### src/rtl/ppu_pkg.sv
// Shared PPU constants: register addresses, PPUSTATUS bit positions and
// the width of the post-read suppression counter.
package ppu_pkg;

  localparam logic [2:0] ADDR_PPUCTRL   = 3'd0;
  localparam logic [2:0] ADDR_PPUSTATUS = 3'd2;

  localparam int STAT_VBLANK_BIT = 7;
  localparam int STAT_SPR0_BIT   = 6;
  localparam int STAT_OVF_BIT    = 5;

  localparam int SUPP_CNT_W = 3;

endpackage

### src/rtl/ppu_suppress_timer.sv
// Counts down ce ticks after a PPUSTATUS read; while non-zero, an arriving
// vblank start is treated as raced by the CPU and is dropped.
module ppu_suppress_timer
  import ppu_pkg::*;
#(
  parameter int unsigned SUPPRESS_WINDOW = 1
) (
  input  logic                  clk,
  input  logic                  reset,
  input  logic                  load,
  input  logic                  ce,
  output logic [SUPP_CNT_W-1:0] count,
  output logic                  active
);

  logic [SUPP_CNT_W-1:0] r_cnt;

  // A reload wins over the decrement of the same clk, so the read's own tick
  // never counts toward the window.
  always_ff @(posedge clk) begin
    if (reset) begin
      r_cnt <= '0;
    end else if (load) begin
      r_cnt <= SUPP_CNT_W'(SUPPRESS_WINDOW);
    end else if (ce && (r_cnt != '0)) begin
      r_cnt <= r_cnt - 1'b1;
    end
  end

  assign count  = r_cnt;
  assign active = (r_cnt != '0);

endmodule

### src/rtl/ppu_status_nmi.sv
// PPUSTATUS flags (vblank, sprite-0 hit, overflow), open-bus latch and the
// registered NMI request, including the read-vs-vblank race suppression.
module ppu_status_nmi
  import ppu_pkg::*;
#(
  parameter int unsigned SUPPRESS_WINDOW = 1
) (
  input  logic       clk,
  input  logic       reset,
  input  logic       ce,
  input  logic       entering_vblank,
  input  logic       exiting_vblank,
  input  logic       set_sprite0_hit,
  input  logic       set_overflow,
  input  logic       cpu_read,
  input  logic       cpu_write,
  input  logic [2:0] cpu_addr,
  input  logic [7:0] cpu_din,
  output logic [7:0] status_dout,
  output logic       vblank_flag,
  output logic       nmi
);

  logic       r_vblank, r_spr0, r_ovf, r_nmi_en, r_block, r_nmi;
  logic [7:0] r_open_bus;

  logic       w_vblank_nx, w_spr0_nx, w_ovf_nx, w_nmi_en_nx, w_block_nx;
  logic [7:0] w_open_bus_nx;
  logic       w_status_rd, w_supp_active;
  logic [SUPP_CNT_W-1:0] w_supp_cnt;
  logic       w_unused;

  assign w_status_rd = cpu_read && (cpu_addr == ADDR_PPUSTATUS);

  ppu_suppress_timer #(
    .SUPPRESS_WINDOW(SUPPRESS_WINDOW)
  ) u_suppress (
    .clk   (clk),
    .reset (reset),
    .load  (w_status_rd),
    .ce    (ce),
    .count (w_supp_cnt),
    .active(w_supp_active)
  );

  always_comb begin
    w_vblank_nx   = r_vblank;
    w_spr0_nx     = r_spr0;
    w_ovf_nx      = r_ovf;
    w_block_nx    = r_block;
    w_nmi_en_nx   = r_nmi_en;
    w_open_bus_nx = r_open_bus;

    if (ce && exiting_vblank) begin
      w_vblank_nx = 1'b0;
      w_spr0_nx   = 1'b0;
      w_ovf_nx    = 1'b0;
      w_block_nx  = 1'b0;
    end else begin
      // A read racing the vblank start (same clk or within the window)
      // drops the flag and locks NMI out for the rest of the frame.
      if (ce && entering_vblank) begin
        if (w_status_rd || w_supp_active) begin
          w_block_nx = 1'b1;
        end else begin
          w_vblank_nx = 1'b1;
        end
      end
      if (ce && set_sprite0_hit) w_spr0_nx = 1'b1;
      if (ce && set_overflow)    w_ovf_nx  = 1'b1;
    end

    if (w_status_rd) w_vblank_nx = 1'b0;

    if (cpu_write) begin
      w_open_bus_nx = cpu_din;
      if (cpu_addr == ADDR_PPUCTRL) w_nmi_en_nx = cpu_din[7];
    end
  end

  always_ff @(posedge clk) begin
    if (reset) begin
      r_vblank   <= 1'b0;
      r_spr0     <= 1'b0;
      r_ovf      <= 1'b0;
      r_block    <= 1'b0;
      r_nmi_en   <= 1'b0;
      r_open_bus <= '0;
      r_nmi      <= 1'b0;
    end else begin
      r_vblank   <= w_vblank_nx;
      r_spr0     <= w_spr0_nx;
      r_ovf      <= w_ovf_nx;
      r_block    <= w_block_nx;
      r_nmi_en   <= w_nmi_en_nx;
      r_open_bus <= w_open_bus_nx;
      r_nmi      <= w_nmi_en_nx && w_vblank_nx && !w_block_nx;
    end
  end

  always_comb begin
    status_dout                  = {3'b000, r_open_bus[4:0]};
    status_dout[STAT_VBLANK_BIT] = r_vblank;
    status_dout[STAT_SPR0_BIT]   = r_spr0;
    status_dout[STAT_OVF_BIT]    = r_ovf;
  end

  assign vblank_flag = r_vblank;
  assign nmi         = r_nmi;

  // Upper open-bus bits are not visible through PPUSTATUS.
  assign w_unused = ^{r_open_bus[7:5], w_supp_cnt};

endmodule

### config.mk
export PLATFORM = sky130hd
export DESIGN_NAME = ppu_status_nmi
export DESIGN_NICKNAME = d
export VERILOG_FILES = /design/src/rtl/ppu_pkg.sv /design/src/rtl/ppu_suppress_timer.sv /design/src/rtl/ppu_status_nmi.sv
export SDC_FILE = /design/constraint.sdc
export NUM_CORES = 1
export LEC_CHECK = 0
export CORE_MARGIN = 5
export CORE_UTILIZATION = 37
export CTS_BUF_LIST = sky130_fd_sc_hd__clkbuf_4 sky130_fd_sc_hd__clkbuf_8
export CTS_CLUSTER_SIZE = 8
export DETAILED_ROUTE_END_ITERATION = 10
export PLACE_DENSITY = 0.76
export SLEW_MARGIN = 20
export SYNTH_ARGS = -nofsm -noshare
export SYNTH_HDL_FRONTEND = slang
export SYNTH_HIERARCHICAL = 1
export SYNTH_SLANG_ARGS = --single-unit
### constraint.sdc
create_clock -name clk -period 1.1 [get_ports clk]
set_input_delay 0.165 -clock clk [delete_from_list [all_inputs] [get_ports clk]]
set_output_delay 0.165 -clock clk [all_outputs]
set_load 0.1 [all_outputs]
==> results.sh <==
export IMPL_outcome="finished, final reports clean"
export IMPL_max_freq_ghz=0.927
export IMPL_reg2reg_depth=5
export IMPL_syn_area_um2=639
export IMPL_drcViolationCount=0
export IMPL_yosys_area_top_type="dfxtp_1"
export IMPL_setup_violations=0
export IMPL_die_area_um2=2660
export IMPL_critPathLaunchType="flop"
export IMPL_htree_levels=1
export IMPL_fp_dieH_um=51.6
export IMPL_hp_class="in -> reg"
export IMPL_grt_pass1_vias=642
export IMPL_cp_arrival_ns=1.25
export IMPL_grtUsageTotal_pct=12.7
export IMPL_setup_ws_ns=0.0216
export IMPL_regArea_um2=290
export IMPL_crit_required_ns=1.27
export IMPL_clockBufferDepth=2
export IMPL_syn2layout_area_growth_pct=80.8
export IMPL_clk_insertion_delay_late_ns=0.27
export IMPL_dpl_hpwl_um=1260
export IMPL_slew_viol_final=0
export IMPL_worstPathMaxFanout=2
export IMPL_antenna_found_initial=0
export IMPL_ys_seq_area_share_pct=43.8
export IMPL_post_drt_wl_per_cell_um=14.9
export IMPL_grt_pass1_wl_um=2570
export IMPL_leakage_nw=0.512
export IMPL_wirelength_um=1680
export IMPL_critPathCaptureType="flop"
export IMPL_core_area_um2=1690
export IMPL_ios=30
export IMPL_clkSlewWorstSetupHoldPaths_ns=0.08
export IMPL_netlist_top_cells_area="dfxtp_1 44%, mux2i_1 9.4%, nor2_1 5.3%, buf_4 4.7%, a21oi_1 3.9%"
export IMPL_final_period_utilization_pct=98.0
export IMPL_avgSynthCellArea_um2=10.3
export IMPL_slew_headroom_pct=82.0
export IMPL_period_needed_ns=1.08
export IMPL_rsz0062_at_grt="yes"
export IMPL_setup_worst_path_start="u_suppress/count[0]"
export IMPL_drt_iter0_markers=6
export IMPL_globalRoute_totalOverflow=0
export IMPL_grt_max_degree=13
export IMPL_via_per_inst=5.41
export IMPL_r2r_end="u_suppress/count[2]"
export IMPL_synth_top_area_share_pct=43.8
export IMPL_place_ws_ns=-0.439
export IMPL_fin_util_pct=68.4
export IMPL_placedCellCount=109
export IMPL_numCtsBuffers=3
export IMPL_die_w_um=51.6
export IMPL_drive_gt1_share_pct=46.9
export IMPL_power_density_nw_per_um2=1280
export IMPL_cts_sinks=14
export IMPL_max_cap_violations=0
export IMPL_nets=120
export IMPL_p_total_mw=1.48
export IMPL_core_rowCount=15
export IMPL_num_antenna_cells=0
export IMPL_io_buffers=27
export IMPL_rrSetupSlack_ns=0.02
export IMPL_ys_ff_latch=14
export IMPL_start_util_pct=37.9
export IMPL_yosys_warnings=6
export IMPL_vdd_ir_drop_worst_mv=1.02
export IMPL_vias=611
export IMPL_crit_end="u_suppress/count[2]"
export IMPL_tightest_slew_ns=0.264
export IMPL_synthesis_nets=84
export IMPL_hold_slack_ns=0.305
export IMPL_fillers=130
export IMPL_drt_pre_antenna_iters=4
export IMPL_path_class="reg -> reg"
export IMPL_final_cell_count_no_fill=113
export IMPL_ant_nets=0
export IMPL_multiInputGateArea_um2=372
export IMPL_clockRootBuffer="clkbuf_4"
export IMPL_syn_inst=62
export IMPL_hold_viol=0
export IMPL_r2r_start="u_suppress/count[0]"
export IMPL_cts_tree="yes"
export IMPL_ys_types=20
export IMPL_gp_congestion=0.710
export IMPL_finClkSkew_ns=0.000579
through the flow:
stage,setup TNS (ns),instance area [µm²]
2_1_floorplan,-0.107,647
3_3_place_gp,-2.48,1060
3_5_place_dp,-2.75,1060
4_1_cts,-0.0490,1090
5_1_grt,-0.0290,1160
6_report,0,1160
how the worst min path moves through the flow:
| stage | start | endpoint | slack [ns] | cells past startpoint |
|---|---|---|---|---|
| 2_1_floorplan | reset | r_open_bus[0] | 0.23 | 1 |
| 3_3_place_gp | r_nmi_en | r_nmi_en | 0.50 | 2 |
| 3_5_place_dp | r_nmi_en | r_nmi_en | 0.52 | 2 |
| 4_1_cts | cpu_addr[2] | r_nmi_en | 0.47 | 4 |
| 5_1_grt | reset | u_suppress/count[1] | 0.31 | 3 |
| 6_report | reset | u_suppress/count[1] | 0.31 | 3 |
flip-flops by register name, summed over array words and instances (netlist names):
signal and count:
r_nmi_en 1, r_spr0 1, r_ovf 1, vblank_flag 1
r_open_bus 5, nmi 1, u_suppress/count 3, r_block 1
critical path: stages, from the launching register on:
cell and delay, ns:
dfxtp_2 0.35, inv_2 0.05, ha_2 0.19, and4bb_1 0.21, nor2_2 0.13, nor3_2 0.05
cell usage in the layout, fill, tap and decap left out, types with 2 or more instances in the layout:
master / synthesis / final
dlygate4sd2_1: 0 / 3
buf_4: 4 / 8
dfxtp_2: 0 / 8
clkbuf_4: 0 / 3
a21oi_1: 5 / 5
mux2i_1: 6 / 5
nor2_1: 9 / 8
dfxtp_1: 14 / 6
clkdlybuf4s50_1: 0 / 9
dlymetal6s2s_1: 0 / 5
nor3_1: 5 / 4
inv_2: 0 / 2
buf_12: 0 / 10
cells in the mapped netlist:
library cell and number:
buf_4 4, dfxtp_1 14, nand2b_4 1, and4b_1 1, a21oi_1 5, or3_1 1
ha_1 2, nor2_1 9, a31oi_1 1, mux2i_1 6, and3_1 2, and4bb_1 1
nor4b_4 1, and4bb_4 1, a211oi_1 1, a21o_1 1, nor4_2 2, a21boi_0 1
inv_1 3, nor3_1 5
area by class of cell:
class / count / share of cell area, %
clock buffer: 3 / 1.95
sequential: 14 / 25.1
tap: 17 / 1.84
inverter: 3 / 0.974
timing repair buffer: 35 / 38.0
multi-input combinational: 41 / 32.1
routing by layer:
| layer | vias to the layer above | routed length [µm] | GRT usage (%) |
|---|---|---|---|
| li1 | 291 | - | - |
| met1 | 289 | 669 | 13.0 |
| met2 | 29 | 868 | 24.4 |
| met3 | 2 | 134 | 5.16 |
| met4 | 0 | 8 | 1.75 |
| met5 | - | 0 | 0 |
power breakdown:
part / leakage [nW] / internal (mW) / switching, mW
Sequential: 0.118 / 0.553 / 0.0378
Combinational: 0.381 / 0.278 / 0.336
Clock: 0.0138 / 0.126 / 0.153
logic make-up (layout without fill, tap and decap cells):
family	Yosys count	in the layout	synth area share, %
and+or+nand+nor	24	24	28.0
DFF	14	14	43.8
AOI/OAI and AO/OA	9	9	8.42
buffers and inverters	7	41	6.46
muxes	6	6	9.39
adders and majority gates	2	2	3.91
repair_timing:
| item | 4_1_cts | 5_1_grt |
|---|---|---|
| hold buffers | 0 | 0 |
| setup endpoints to repair | 7 | 4 |
| pin swaps | 3 | 5 |
| setup buffers | 0 | 1 |
| resized for setup | 9 | 15 |
Power figures use the tool's default switching activity.
